## src/rtl/fir_filter.sv

```systemverilog
// rtl/fir_filter.sv - four-tap direct-form FIR with arithmetic scaling, saturation and registered output
module fir_filter #(
    parameter int NB_DATA  = 8,
    parameter int NB_COEFF = 8,
    parameter int COEFF0   = 1,
    parameter int COEFF1   = 2,
    parameter int COEFF2   = 2,
    parameter int COEFF3   = 1,
    parameter int NB_SHIFT = 1
) (
    input  logic                      i_clk,
    input  logic                      i_rst,
    input  logic signed [NB_DATA-1:0] i_data,
    output logic signed [NB_DATA-1:0] o_data
);

    // Four full-precision products of NB_DATA+NB_COEFF bits plus two guard bits
    // for the three additions, so the sum can never wrap.
    localparam int NB_ACC = NB_DATA + NB_COEFF + 2;
    localparam int NB_EXT_D = NB_ACC - NB_DATA;
    localparam int NB_EXT_C = NB_ACC - NB_COEFF;

    // Coefficients narrowed to their declared width, then sign-extended to the
    // accumulator width so every multiply and add is done at full precision.
    localparam logic signed [NB_COEFF-1:0] C0 = NB_COEFF'(COEFF0);
    localparam logic signed [NB_COEFF-1:0] C1 = NB_COEFF'(COEFF1);
    localparam logic signed [NB_COEFF-1:0] C2 = NB_COEFF'(COEFF2);
    localparam logic signed [NB_COEFF-1:0] C3 = NB_COEFF'(COEFF3);

    localparam logic signed [NB_ACC-1:0] C0_EXT = {{NB_EXT_C{C0[NB_COEFF-1]}}, C0};
    localparam logic signed [NB_ACC-1:0] C1_EXT = {{NB_EXT_C{C1[NB_COEFF-1]}}, C1};
    localparam logic signed [NB_ACC-1:0] C2_EXT = {{NB_EXT_C{C2[NB_COEFF-1]}}, C2};
    localparam logic signed [NB_ACC-1:0] C3_EXT = {{NB_EXT_C{C3[NB_COEFF-1]}}, C3};

    // Output clamp limits expressed at accumulator width for a signed compare.
    localparam logic signed [NB_ACC-1:0] SAT_MAX = NB_ACC'((1 << (NB_DATA - 1)) - 1);
    localparam logic signed [NB_ACC-1:0] SAT_MIN = NB_ACC'(-(1 << (NB_DATA - 1)));

    logic signed [NB_DATA-1:0] r_d1;
    logic signed [NB_DATA-1:0] r_d2;
    logic signed [NB_DATA-1:0] r_d3;
    logic signed [NB_DATA-1:0] r_data;

    logic signed [NB_ACC-1:0]  w_x0;
    logic signed [NB_ACC-1:0]  w_x1;
    logic signed [NB_ACC-1:0]  w_x2;
    logic signed [NB_ACC-1:0]  w_x3;
    logic signed [NB_ACC-1:0]  w_acc;
    logic signed [NB_ACC-1:0]  w_scaled;
    logic signed [NB_DATA-1:0] w_sat;

    assign w_x0 = {{NB_EXT_D{i_data[NB_DATA-1]}}, i_data};
    assign w_x1 = {{NB_EXT_D{r_d1[NB_DATA-1]}}, r_d1};
    assign w_x2 = {{NB_EXT_D{r_d2[NB_DATA-1]}}, r_d2};
    assign w_x3 = {{NB_EXT_D{r_d3[NB_DATA-1]}}, r_d3};

    assign w_acc = (w_x0 * C0_EXT) + (w_x1 * C1_EXT) + (w_x2 * C2_EXT) + (w_x3 * C3_EXT);

    // Arithmetic shift: truncates toward minus infinity, no rounding.
    assign w_scaled = w_acc >>> NB_SHIFT;

    // Clamp the scaled sum into the output sample range.
    always_comb begin
        w_sat = w_scaled[NB_DATA-1:0];
        if (w_scaled > SAT_MAX) begin
            w_sat = SAT_MAX[NB_DATA-1:0];
        end else if (w_scaled < SAT_MIN) begin
            w_sat = SAT_MIN[NB_DATA-1:0];
        end
    end

    // Delay line and output register; reset discards all history immediately.
    always_ff @(posedge i_clk or negedge i_rst) begin
        if (!i_rst) begin
            r_d1   <= '0;
            r_d2   <= '0;
            r_d3   <= '0;
            r_data <= '0;
        end else begin
            r_d1   <= i_data;
            r_d2   <= r_d1;
            r_d3   <= r_d2;
            r_data <= w_sat;
        end
    end

    assign o_data = r_data;

endmodule

```

## config.mk

```make
export PLATFORM = sky130hd
export DESIGN_NAME = fir_filter
export DESIGN_NICKNAME = d
export VERILOG_FILES = /design/src/rtl/fir_filter.sv
export SDC_FILE = /design/constraint.sdc
export NUM_CORES = 1
export LEC_CHECK = 0
export CAP_MARGIN = 10
export CORE_MARGIN = 1
export CORE_UTILIZATION = 36
export CTS_BUF_LIST = sky130_fd_sc_hd__clkbuf_8
export DETAILED_ROUTE_END_ITERATION = 6
export SLEW_MARGIN = 20
export SYNTH_ARGS = -nofsm -noshare
export SYNTH_HDL_FRONTEND = slang
export SYNTH_SLANG_ARGS = --single-unit
```

## constraint.sdc

```tcl
create_clock -name i_clk -period 7.05 [get_ports i_clk]
set_input_delay 1.7625 -clock i_clk [delete_from_list [all_inputs] [get_ports i_clk]]
set_output_delay 1.7625 -clock i_clk [all_outputs]
set_load 0.01 [all_outputs]
```

== After elaboration in Yosys (flattened, before gate mapping) ==
Index checks and enable logic that the tools add are counted.

* $add $sub $neg: 3
* Magnitude comparators: 2
* Mux-type cells: 2

{| class="wikitable"
|+ Operator list
! operator !! count
|-
| $mux W8 || 2
|-
| $add A11 B8 Y12 || 1
|-
| $add A10 B9 Y11 || 1
|-
| $gt A11 B8 Y1 const B || 1
|-
| $lt A11 B8 Y1 const B || 1
|-
| $add A8 B9 Y10 || 1
|}

* Register bits after elaboration: 32
* Output and inout bits: 8

== Logic depth before layout (Yosys ltp) ==
* Word-level depth: 6
* Mapped depth: 12

== Least setup slack after synthesis ==
OpenSTA, ideal clock, no wires.

* Path kind: input -> register
* From: input i_data[2]
* To: register r_data[0] (netlist: o_data[0])
* Library setup time: 94 ps
* Arrival time: 4596 ps
* Required time: 6956 ps
* Slack: 2360 ps
* Stages on the path: 12
* Cell sequence: inv_1 fa_1 inv_1 fa_1 ha_1 inv_1 fa_1 and2b_1 o211ai_1 a211oi_4 a32oi_4 a221oi_2

* Word-level cells in the longest chain between the ends: 6
* Elaborated cells between the ends (all ways): 7
* Classes of those cells: add/sub: 3; order compare: 2; mux: 2

{| class="wikitable"
|+ Ends and longest elaborated chain
! what !! line !! text
|-
| start: declaration || 13 || <nowiki>input logic signed [NB_DATA-1:0] i_data,</nowiki>
|-
| $add A8 B9 Y10 (*) || 57 || <nowiki>assign w_acc = (w_x0 * C0_EXT) + (w_x1 * C1_EXT) + (w_x2 * C2_EXT) + (w_x3 * C3_EXT);</nowiki>
|-
| $add A10 B9 Y11 (*) || 57 ||
|-
| $add A11 B8 Y12 (*) || 57 ||
|-
| $lt A11 B8 Y1 || 67 || <nowiki>end else if (w_scaled < SAT_MIN) begin</nowiki>
|-
| $mux W8 || 67 ||
|-
| $mux W8 (*) || 65 || <nowiki>if (w_scaled > SAT_MAX) begin</nowiki>
|-
| named net w_sat[0] || 50 || <nowiki>logic signed [NB_DATA-1:0] w_sat;</nowiki>
|-
| end signal: assignment || 83 || <nowiki>r_data <= w_sat;</nowiki>
|-
| end: declaration || 42 || <nowiki>logic signed [NB_DATA-1:0] r_data;</nowiki>
|}

Mark *: on every way through the listed nets, which the timed path passes. The rest lies on a longest branch.

== Worst setup path in the final report ==
* From: input i_data[2]
* To: register r_data[2] (netlist: o_data[2])

Same word-level chain as after synthesis.

==> metrics.cfg <==
[sta]
hold_violations=0
setup_viol=0
period_share=0.7237
rsz0062_at_grt=no
max_freq_mhz=196.0
slew_headroom=0.6972
fin_crit_ps=5102
setup-tns-final_ps=0
fin_hold_ws_ps=373.1
drv_slew=0
finalClockSkew_ps=1.412
tightest_slew_ps=454.1
setup_ws_ps=1948

[layout]
multi_input_area_um2=1033
final_util=0.4536
seqCellArea_um2=800.8
fin_area_um2=2361
antennaDiodeCount=0
final_nets=227
drive_gt1_frac=0.1361
layout_commonest_cell=inv_1
final.fill_count=510
final_cell_mix=inv_1 (40), dfrtp_1 (32), fa_1 (18)
areaGrowthSynthToFinish_pct=18.68

[route]
first_pass_iters=4
drc=0
drt_iter0_drc=39
wl_per_cell_um=11.55
viasPerCell=4.659
wirelength_um=3015
antenna_left=0
vias=1216

[logic_synthesis]
synth_top_area_cell=dfrtp_1
synthArstFlopShare=1.000
ys_seq_area_frac=0.4025
ys_types=38
syn_inst=166
yosys_warnings=0
syn_nets=203
synth_seq_cells=32
synth_area_um2=1989
yosysTopAreaCellShare=0.4025
synth_edf_count=0
synth_area_leaders=dfrtp_1 (40%), fa_1 (18%), inv_1 (7.5%)
syn_avg_cell_area_um2=11.98
ys.flop_type=dfrtp_1

[worst_setup_path]
crit_arrival_ps=5290
critPathCaptureType=register
startpoint_type=primary input
critical_path_class=primary input to register
required_ps=7240
r2r_cells=12
worstPathMaxFanout=6

[clock_network]
cts_setup_buffers=0
ctsResizeCount=0
clk_latency_ps=280
cts_root_buf=clkbuf_8
numCtsBuffers=5
cts_tree=yes
clock_sinks=32
htree_levels=2
ctsHoldBuffers=0
cts.path.max_buffers=2
path_clk_slew_ps=70

[power_and_ir_drop]
seq_power_share=0.262
p_comb_frac=0.538
powerDensity_nw_per_um2=363.7
vdd_ir_drop_max_mv=0.1686
p_switching_mw=0.3282
p_clk_frac=0.200
p_int_mw=0.5306
p_leak_nw=1.114
switching_share=0.3821

[floorplan]
io-pin-count=18
die_w_um=76.34
core_um2=5205
dieArea_um2=5827
num_rows=26
dieHeight_um=76.34
start_util=0.3822

[grt]
overflow=0
grt_pass1_vias=1337
grt_pass1_wl_um=5823
grt_usage=0.1280
grt_max_degree=33
antenna_found_initial=0

[run_status]
status=finished, final reports clean

[worst_hold_path]
min_path_type=register to register
hold_depth=0

[placement]
hpwl_um=2381
preCtsSetupSlack_ps=1649
place_congestion=0.7811
placed_area_um2=2250
port_buffers=17

[flow_run]
drv_cap=0

## metal layers
| layer | track usage | share of wire | vias up |
|---|---|---|---|
| met3 | 0.04192 | 0.042 | 5 |
| met5 | 0 | 0 | - |
| met1 | 0.1549 | 0.47 | 588 |
| met4 | 0.05192 | 0.015 | 0 |
| li1 | - | - | 602 |
| met2 | 0.2099 | 0.47 | 21 |
## worst max-delay path, stage by stage
cell             delay [ps]
clkdlybuf4s50_1         480
inv_1                    60
fa_1                    530
inv_1                    50
fa_1                    500
ha_1                    190
inv_1                    60
fa_1                    390
and2b_1                 280
o211ai_1                160
a211oi_4                370
a32oi_4                 220
a221oi_2                230
## layout make-up
type                    count  area share
well taps                  70     0.03710
inverters                  40     0.06359
clock buffers               5     0.02915
flip-flops and latches     32      0.3392
repair buffers             18     0.07525
multi-input cells          93      0.4377
clock inverters             3     0.01802
## registers in the layout (all words and copies together), names as in the netlist
register and cells:
o_data 8, r_d1 8, r_d2 8, r_d3 8
## cell families (layout without fill, tap and decap cells)
logic type | after synthesis | in the layout | share of synthesized area
compound gates | 36 | 36 | 0.1849
xor+xnor | 4 | 4 | 0.01761
simple gates | 26 | 26 | 0.07925
fa+ha+maj | 27 | 27 | 0.2377
buf+inv | 41 | 66 | 0.07798
flops | 32 | 32 | 0.4025
## power by group through the flow
| stage | combinational (mW) | sequential (mW) | clock, mW |
|---|---|---|---|
| detailed placement | 0.465 | 0.229 | 0 |
| CTS | 0.466 | 0.226 | 0.180 |
| global route | 0.519 | 0.229 | 0.187 |
| floorplan | 0.335 | 0.241 | 0 |
| global placement | 0.462 | 0.229 | 0 |
| finish | 0.462 | 0.225 | 0.172 |
## Yosys cell counts (all sizes together), types with 2 or more instances
| library cell | count |
|---|---|
| o21ai | 2 |
| a211oi | 4 |
| a221oi | 4 |
| nor2b | 3 |
| nor3 | 2 |
| nor4 | 2 |
| o211a | 4 |
| or2 | 3 |
| dfrtp | 32 |
| o211ai | 3 |
| ha | 9 |
| nor2 | 5 |
| a21oi | 9 |
| fa | 18 |
| xnor2 | 4 |
| nand2 | 4 |
| a21o | 3 |
| nand3 | 2 |
| a211o | 3 |
| inv | 40 |
## metrics by stage
stage	power, mW	instances
2_1_floorplan	0.5764	166
3_3_place_gp	0.6905	253
3_5_place_dp	0.6942	253
4_1_cts	0.8714	261
5_1_grt	0.9354	261
6_report	0.8588	261
## worst paths after layout
kind,startpoint,to,slack [ps]
worst min register to register,r_d2[6]$_DFF_PN0_,r_d3[6]$_DFF_PN0_,370
worst min-delay path,r_d2[6]$_DFF_PN0_,r_d3[6]$_DFF_PN0_,370
worst max register to register,r_d1[1]$_DFF_PN0_,o_data[2]$_DFF_PN0_,3590
worst max-delay path,i_data[2],o_data[2]$_DFF_PN0_,1950
min in group asynchronous,i_rst,r_d3[1]$_DFF_PN0_,1870
max in group asynchronous,i_rst,r_d3[6]$_DFF_PN0_,4900
Note: power is estimated with default switching activity, not from simulation.
